[src/rtl/cnn_stream_pkg.sv]
// Shared constants and types for the conv-datapath stream blocks.
package cnn_stream_pkg;

  localparam int unsigned DataWDef = 8;
  localparam int unsigned ImgWDef  = 28;
  localparam int unsigned ImgHDef  = 28;

  // Counter width able to hold 0..n-1; at least one bit.
  function automatic int unsigned cnt_width(input int unsigned n);
    return (n > 1) ? $clog2(n) : 1;
  endfunction

  localparam int unsigned ColWDef = cnt_width(ImgWDef);
  localparam int unsigned RowWDef = cnt_width(ImgHDef);

  // Holding-buffer occupancy, 0..2.
  typedef logic [1:0] occ_t;
  localparam occ_t OccEmpty = 2'd0;
  localparam occ_t OccOne   = 2'd1;
  localparam occ_t OccFull  = 2'd2;

endpackage

[src/rtl/skid_buf2.sv]
// Two-entry valid/ready holding buffer. head_q is always the oldest word and
// drives data_o directly, so the output is fully registered.
module skid_buf2
  import cnn_stream_pkg::*;
#(
  parameter int unsigned DATA_W = DataWDef
) (
  input  logic              i_clk,
  input  logic              i_rst_n,
  input  logic              clr_i,
  input  logic              push_i,
  input  logic [DATA_W-1:0] data_i,
  input  logic              pop_i,
  output logic              valid_o,
  output logic [DATA_W-1:0] data_o,
  output occ_t              occ_o
);

  occ_t              occ_q, occ_d;
  logic [DATA_W-1:0] head_q, head_d;
  logic [DATA_W-1:0] tail_q, tail_d;
  logic              do_push, do_pop;

  // Next-state: a push into an empty buffer or a push+pop at occ 1 lands in head.
  always_comb begin
    occ_d   = occ_q;
    head_d  = head_q;
    tail_d  = tail_q;
    do_push = push_i & (occ_q != OccFull);
    do_pop  = pop_i & (occ_q != OccEmpty);
    unique case ({do_push, do_pop})
      2'b10: begin
        if (occ_q == OccEmpty) head_d = data_i;
        else                   tail_d = data_i;
        occ_d = occ_q + 2'd1;
      end
      2'b01: begin
        head_d = tail_q;
        occ_d  = occ_q - 2'd1;
      end
      2'b11: begin
        // Only reachable at occ 1: the lone entry leaves as the new one arrives.
        head_d = data_i;
      end
      default: ;
    endcase
    if (clr_i) begin
      occ_d  = OccEmpty;
      head_d = '0;
      tail_d = '0;
    end
  end

  // State registers.
  always_ff @(posedge i_clk or negedge i_rst_n) begin
    if (!i_rst_n) begin
      occ_q  <= OccEmpty;
      head_q <= '0;
      tail_q <= '0;
    end else begin
      occ_q  <= occ_d;
      head_q <= head_d;
      tail_q <= tail_d;
    end
  end

  // Outputs come straight from registers.
  always_comb begin
    valid_o = (occ_q != OccEmpty);
    data_o  = head_q;
    occ_o   = occ_q;
  end

endmodule

[src/rtl/fifo_stream_reader.sv]
// Read-side master for the line-buffer FIFOs: drains a read-enable/empty FIFO
// into a valid/ready stream through a 2-entry buffer, so o_fifo_r_en depends
// only on registered occupancy and never on i_ready.
// Optional framing tags (sof/eol/eof) are built when FIFO_RD_FRAME_TAG_EN is
// defined; otherwise the flags are tied low.
module fifo_stream_reader
  import cnn_stream_pkg::*;
#(
  parameter int unsigned DATA_W = DataWDef,
  parameter int unsigned IMG_W  = ImgWDef,
  parameter int unsigned IMG_H  = ImgHDef
) (
  input  logic              i_clk,
  input  logic              i_rst_n,
  input  logic              i_clr,
  input  logic              i_fifo_empty,
  input  logic [DATA_W-1:0] i_fifo_data,
  output logic              o_fifo_r_en,
  output logic              o_valid,
  output logic [DATA_W-1:0] o_data,
  input  logic              i_ready,
  output logic              o_sof,
  output logic              o_eol,
  output logic              o_eof
);

  if (IMG_W < 1 || IMG_H < 1) begin : g_bad_dims
    $error("fifo_stream_reader: IMG_W and IMG_H must be at least 1");
  end

  occ_t occ;
  logic pop;

  // FIFO read request; reset gating keeps the enable low while held in reset.
  always_comb begin
    o_fifo_r_en = i_rst_n & ~i_fifo_empty & (occ != OccFull) & ~i_clr;
    pop         = o_valid & i_ready;
  end

  skid_buf2 #(
    .DATA_W (DATA_W)
  ) u_buf (
    .i_clk   (i_clk),
    .i_rst_n (i_rst_n),
    .clr_i   (i_clr),
    .push_i  (o_fifo_r_en),
    .data_i  (i_fifo_data),
    .pop_i   (pop),
    .valid_o (o_valid),
    .data_o  (o_data),
    .occ_o   (occ)
  );

`ifdef FIFO_RD_FRAME_TAG_EN
  localparam int unsigned ColW = cnt_width(IMG_W);
  localparam int unsigned RowW = cnt_width(IMG_H);
  localparam logic [ColW-1:0] ColLast = ColW'(IMG_W - 1);
  localparam logic [RowW-1:0] RowLast = RowW'(IMG_H - 1);

  logic [ColW-1:0] col_q, col_d;
  logic [RowW-1:0] row_q, row_d;

  // Position of the head word; advances when the head is accepted.
  always_comb begin
    col_d = col_q;
    row_d = row_q;
    if (pop) begin
      if (col_q == ColLast) begin
        col_d = '0;
        row_d = (row_q == RowLast) ? '0 : row_q + 1'b1;
      end else begin
        col_d = col_q + 1'b1;
      end
    end
    if (i_clr) begin
      col_d = '0;
      row_d = '0;
    end
  end

  // Framing counters.
  always_ff @(posedge i_clk or negedge i_rst_n) begin
    if (!i_rst_n) begin
      col_q <= '0;
      row_q <= '0;
    end else begin
      col_q <= col_d;
      row_q <= row_d;
    end
  end

  // Flags describe the head word and are masked when no word is presented.
  always_comb begin
    o_sof = o_valid & (col_q == '0) & (row_q == '0);
    o_eol = o_valid & (col_q == ColLast);
    o_eof = o_valid & (col_q == ColLast) & (row_q == RowLast);
  end
`else
  // Framing not built.
  always_comb begin
    o_sof = 1'b0;
    o_eol = 1'b0;
    o_eof = 1'b0;
  end
`endif

endmodule
[config.mk]
export PLATFORM = sky130hd
export DESIGN_NAME = fifo_stream_reader
export DESIGN_NICKNAME = d
export VERILOG_FILES = /design/src/rtl/cnn_stream_pkg.sv /design/src/rtl/skid_buf2.sv /design/src/rtl/fifo_stream_reader.sv
export SDC_FILE = /design/constraint.sdc
export NUM_CORES = 1
export LEC_CHECK = 0
export ABC_AREA = 0
export CAP_MARGIN = 15
export CORE_UTILIZATION = 52
export DETAILED_ROUTE_END_ITERATION = 16
export GPL_TIMING_DRIVEN = 0
export PLACE_DENSITY = 0.79
export SLEW_MARGIN = 20
export SYNTH_ARGS = -nofsm -noshare
export SYNTH_HDL_FRONTEND = slang
export SYNTH_SLANG_ARGS = --single-unit
[constraint.sdc]
create_clock -name i_clk -period 4.01 [get_ports i_clk]
set_input_delay 0.802 -clock i_clk [delete_from_list [all_inputs] [get_ports i_clk]]
set_output_delay 0.802 -clock i_clk [all_outputs]
set_load 0.005 [all_outputs]
==> summary.md, run 1 <==
| Metric | Value |
|---|---|
| Status | `complete, no violations` |
| CP Capture Type | `output port` |
| Initial DRC Count | `20` |
| Yosys warnings | `0` |
| Dominant synthesized flop cell | `dfrtp_1` |
| Power per cell area | `277 nW/um^2` |
| Largest net degree at the start of global routing | `23` |
| Area of the multi-input gates | `559 sq um` |
| RSZ-0062 raised after global routing | `false` |
| Worst-Skew Late Latency | `0.29 ns` |
| CP max FO | `22` |
| Deepest clock path buffer count | `2` |
| Ys async rst share | `100%` |
| Vias | `830` |
| CP startpoint kind | `input pin` |
| Port-buffer cells | `22` |
| Critical path startpoint | `i_rst_n` |
| Max-slew violation count | `0` |
| Row count | `16` |
| FF+latch area | `450 sq um` |
| Synthesized area | `1080 sq um` |
| Post-synth EDFFs | `0` |
| # IOs | `26` |
| Gr ovfl total | `0` |
| Data required, critical path | `3.21 ns` |
| CP arrival | `2.65 ns` |
| RePlAce Congestion | `0.784` |
| CTS Buf Count | `3` |
| Cts hold-fix bufs | `0` |
| Max Cap Violations | `0` |
| Min cycle time layout | `3.45 ns` |
| Root Driver | `clkbuf_4` |
| Leakage | `0.589 nW` |
| Worst setup path category | `in2out` |
| Nets@finish | `138` |
| Synth area leader | `dfrtp_1` |
| Peak Freq | `0.290 GHz` |
| Setup TNS | `0 ns` |
| Final Hold Violating Endpoints | `0` |
| Most numerous cell in the Yosys netlist | `dfrtp_1` |
| Die area | `2270 sq um` |
| Worst Hold Margin | `0.611 ns` |
| Initial antenna violation count | `0` |
| Synth area leaders | `dfrtp_1 42%, a311oi_2 11%, mux2_1 8.3%` |
| Fillers | `166` |
| Placed cells | `147` |
| Drt first pass iters | `4` |
| Synth cell types | `30` |
| Final setup fails | `0` |
| Avg WL per Cell | `14.8 um` |
| Slew @ Worst Pin | `0.911 ns` |
| DR DRC count | `0` |
| Initial core utilization | `55.1%` |
| H-Tree Depth | `1` |
| Layout overhead on the synthesized area | `27.8%` |
| Clk sinks | `18` |
| Worst Skew | `0.000449 ns` |
| Hold WC Path Type | `reg2reg` |
| Final period util | `86.0%` |
| Die width | `47.6 um` |
| Seq cells post-synth | `18` |
| CORE AREA | `1960 sq um` |
| Hold Path Origin | `u_buf.tail_q[2]` |
| First-pass GRT wire length | `3.35 mm` |
| Post-synth top area share | `41.7%` |
| Layout cells sized above 1 | `21.0%` |
| Final Core Density | `70.4%` |
| Final WL | `2.24 mm` |
| Post-DRT Antenna Nets | `0` |
| Average size of a mapped cell | `11.3 sq um` |
| Post-DP HPWL | `1.71 mm` |
| Avg Vias per Cell | `5.50` |
| Ant. Diodes | `0` |
| TritonCTS clock tree | `yes` |
| Die Ht | `47.6 um` |
| Rel. slew slack | `39.2%` |
| Post-Syn Instances | `96` |
| Worst R2R Start | `u_buf.occ_o[0]` |
| Post-Layout Cell Count | `151` |
| GRT Total Usage | `21.9%` |
| Sequential share of the synthesized area | `41.7%` |
| Clk slew on worst S/H paths | `0.11 ns` |
| Vias in the first global route | `701` |
| Max VDD drop | `0.000205 V` |
report_power, final:
part | internal, W | switching (W) | total, W
logic | 0.0000426 | 0.0000339 | 0.0000765
clock network | 0.0000554 | 0.0000586 | 0.000114
registers | 0.000188 | 0.00000410 | 0.000193
total | 0.000286 | 0.0000966 | 0.000383
logic make-up after synthesis:
logic type      count (synthesis)  synth area share [%]
simple gates                   35                  21.9
other cells                     1                 0.347
buf+inv                        11                  7.29
compound gates                 23                  20.5
mux                             8                  8.33
flops                          18                  41.7
metrics by stage:
| step | setup slack (ns) | instance area (sq um) | total power [W] |
|---|---|---|---|
| 2_1_floorplan | 1.94 | 1090 | 0.000234 |
| 3_3_place_gp | 0.188 | 1340 | 0.000270 |
| 3_5_place_dp | 0.133 | 1340 | 0.000273 |
| 4_1_cts | 0.134 | 1380 | 0.000385 |
| 5_1_grt | 0.355 | 1380 | 0.000399 |
| 6_report | 0.560 | 1380 | 0.000383 |
critical path, stage by stage:
cell             delay, ns
dlymetal6s2s_1        0.68
nor3b_2               0.45
and2_1                0.21
clkdlybuf4s50_1       0.51
routing by layer:
layer,track usage (%),wire length (um)
met3,3.77,54
met4,10.6,21
met1,32.5,1060
met5,0,0
met2,31.0,1100
final timing paths:
| check | end | slack (ns) | depth (start not counted) |
|---|---|---|---|
| max | o_fifo_r_en | 0.56 | 4 |
| min | u_buf.data_o[2] | 0.61 | 2 |
| max reg2reg | u_buf.data_o[7] | 2.40 | 5 |
| min reg2reg | u_buf.data_o[2] | 0.61 | 2 |
| max in group asynchronous | u_buf.tail_q[6] | 2.84 | 1 |
| min in group asynchronous | u_buf.data_o[4] | 0.62 | 1 |
flip-flops by register name (all words and copies together), names as in the netlist:
| name | count |
|---|---|
| u_buf.occ_o | 2 |
| u_buf.tail_q | 8 |
| u_buf.data_o | 8 |
repair_timing:
| action | in CTS | in global routing |
|---|---|---|
| gates resized for setup | 0 | 1 |
| buffers inserted | 0 | 0 |
| setup endpoints to repair | 0 | 1 |
layout by cell type (no fill, tap or decap), drive strengths merged, types with 2 or more instances in the layout:
cell           netlist  layout
nor2b                8       8
nand3                8       8
and2b                2       2
nor3                 8       8
o21ai                9       9
clkdlybuf4s50        0      21
clkbuf               0       4
buf                 10      10
conb                 1       3
a311oi               9       9
dfrtp               18      18
mux2                 8       8
or2                  2       2
layout make-up:
| cell class | instances | share of cell area (%) |
|---|---|---|
| Inverter | 1 | 0.272 |
| Tap cell | 27 | 2.45 |
| Timing Repair Buffer | 22 | 16.1 |
| Clock buffer | 4 | 2.63 |
| Buffer | 10 | 5.43 |
| Multi-Input combinational cell | 69 | 40.5 |
| Sequential cell | 18 | 32.6 |
(Power assumes the default switching activity.)
==> run 2: changes to the inputs <==
- CTS_CLUSTER_SIZE: default -> 30
==> results of run 2 <==
The final DEF is identical to that of run 1; final timing and power are the same.
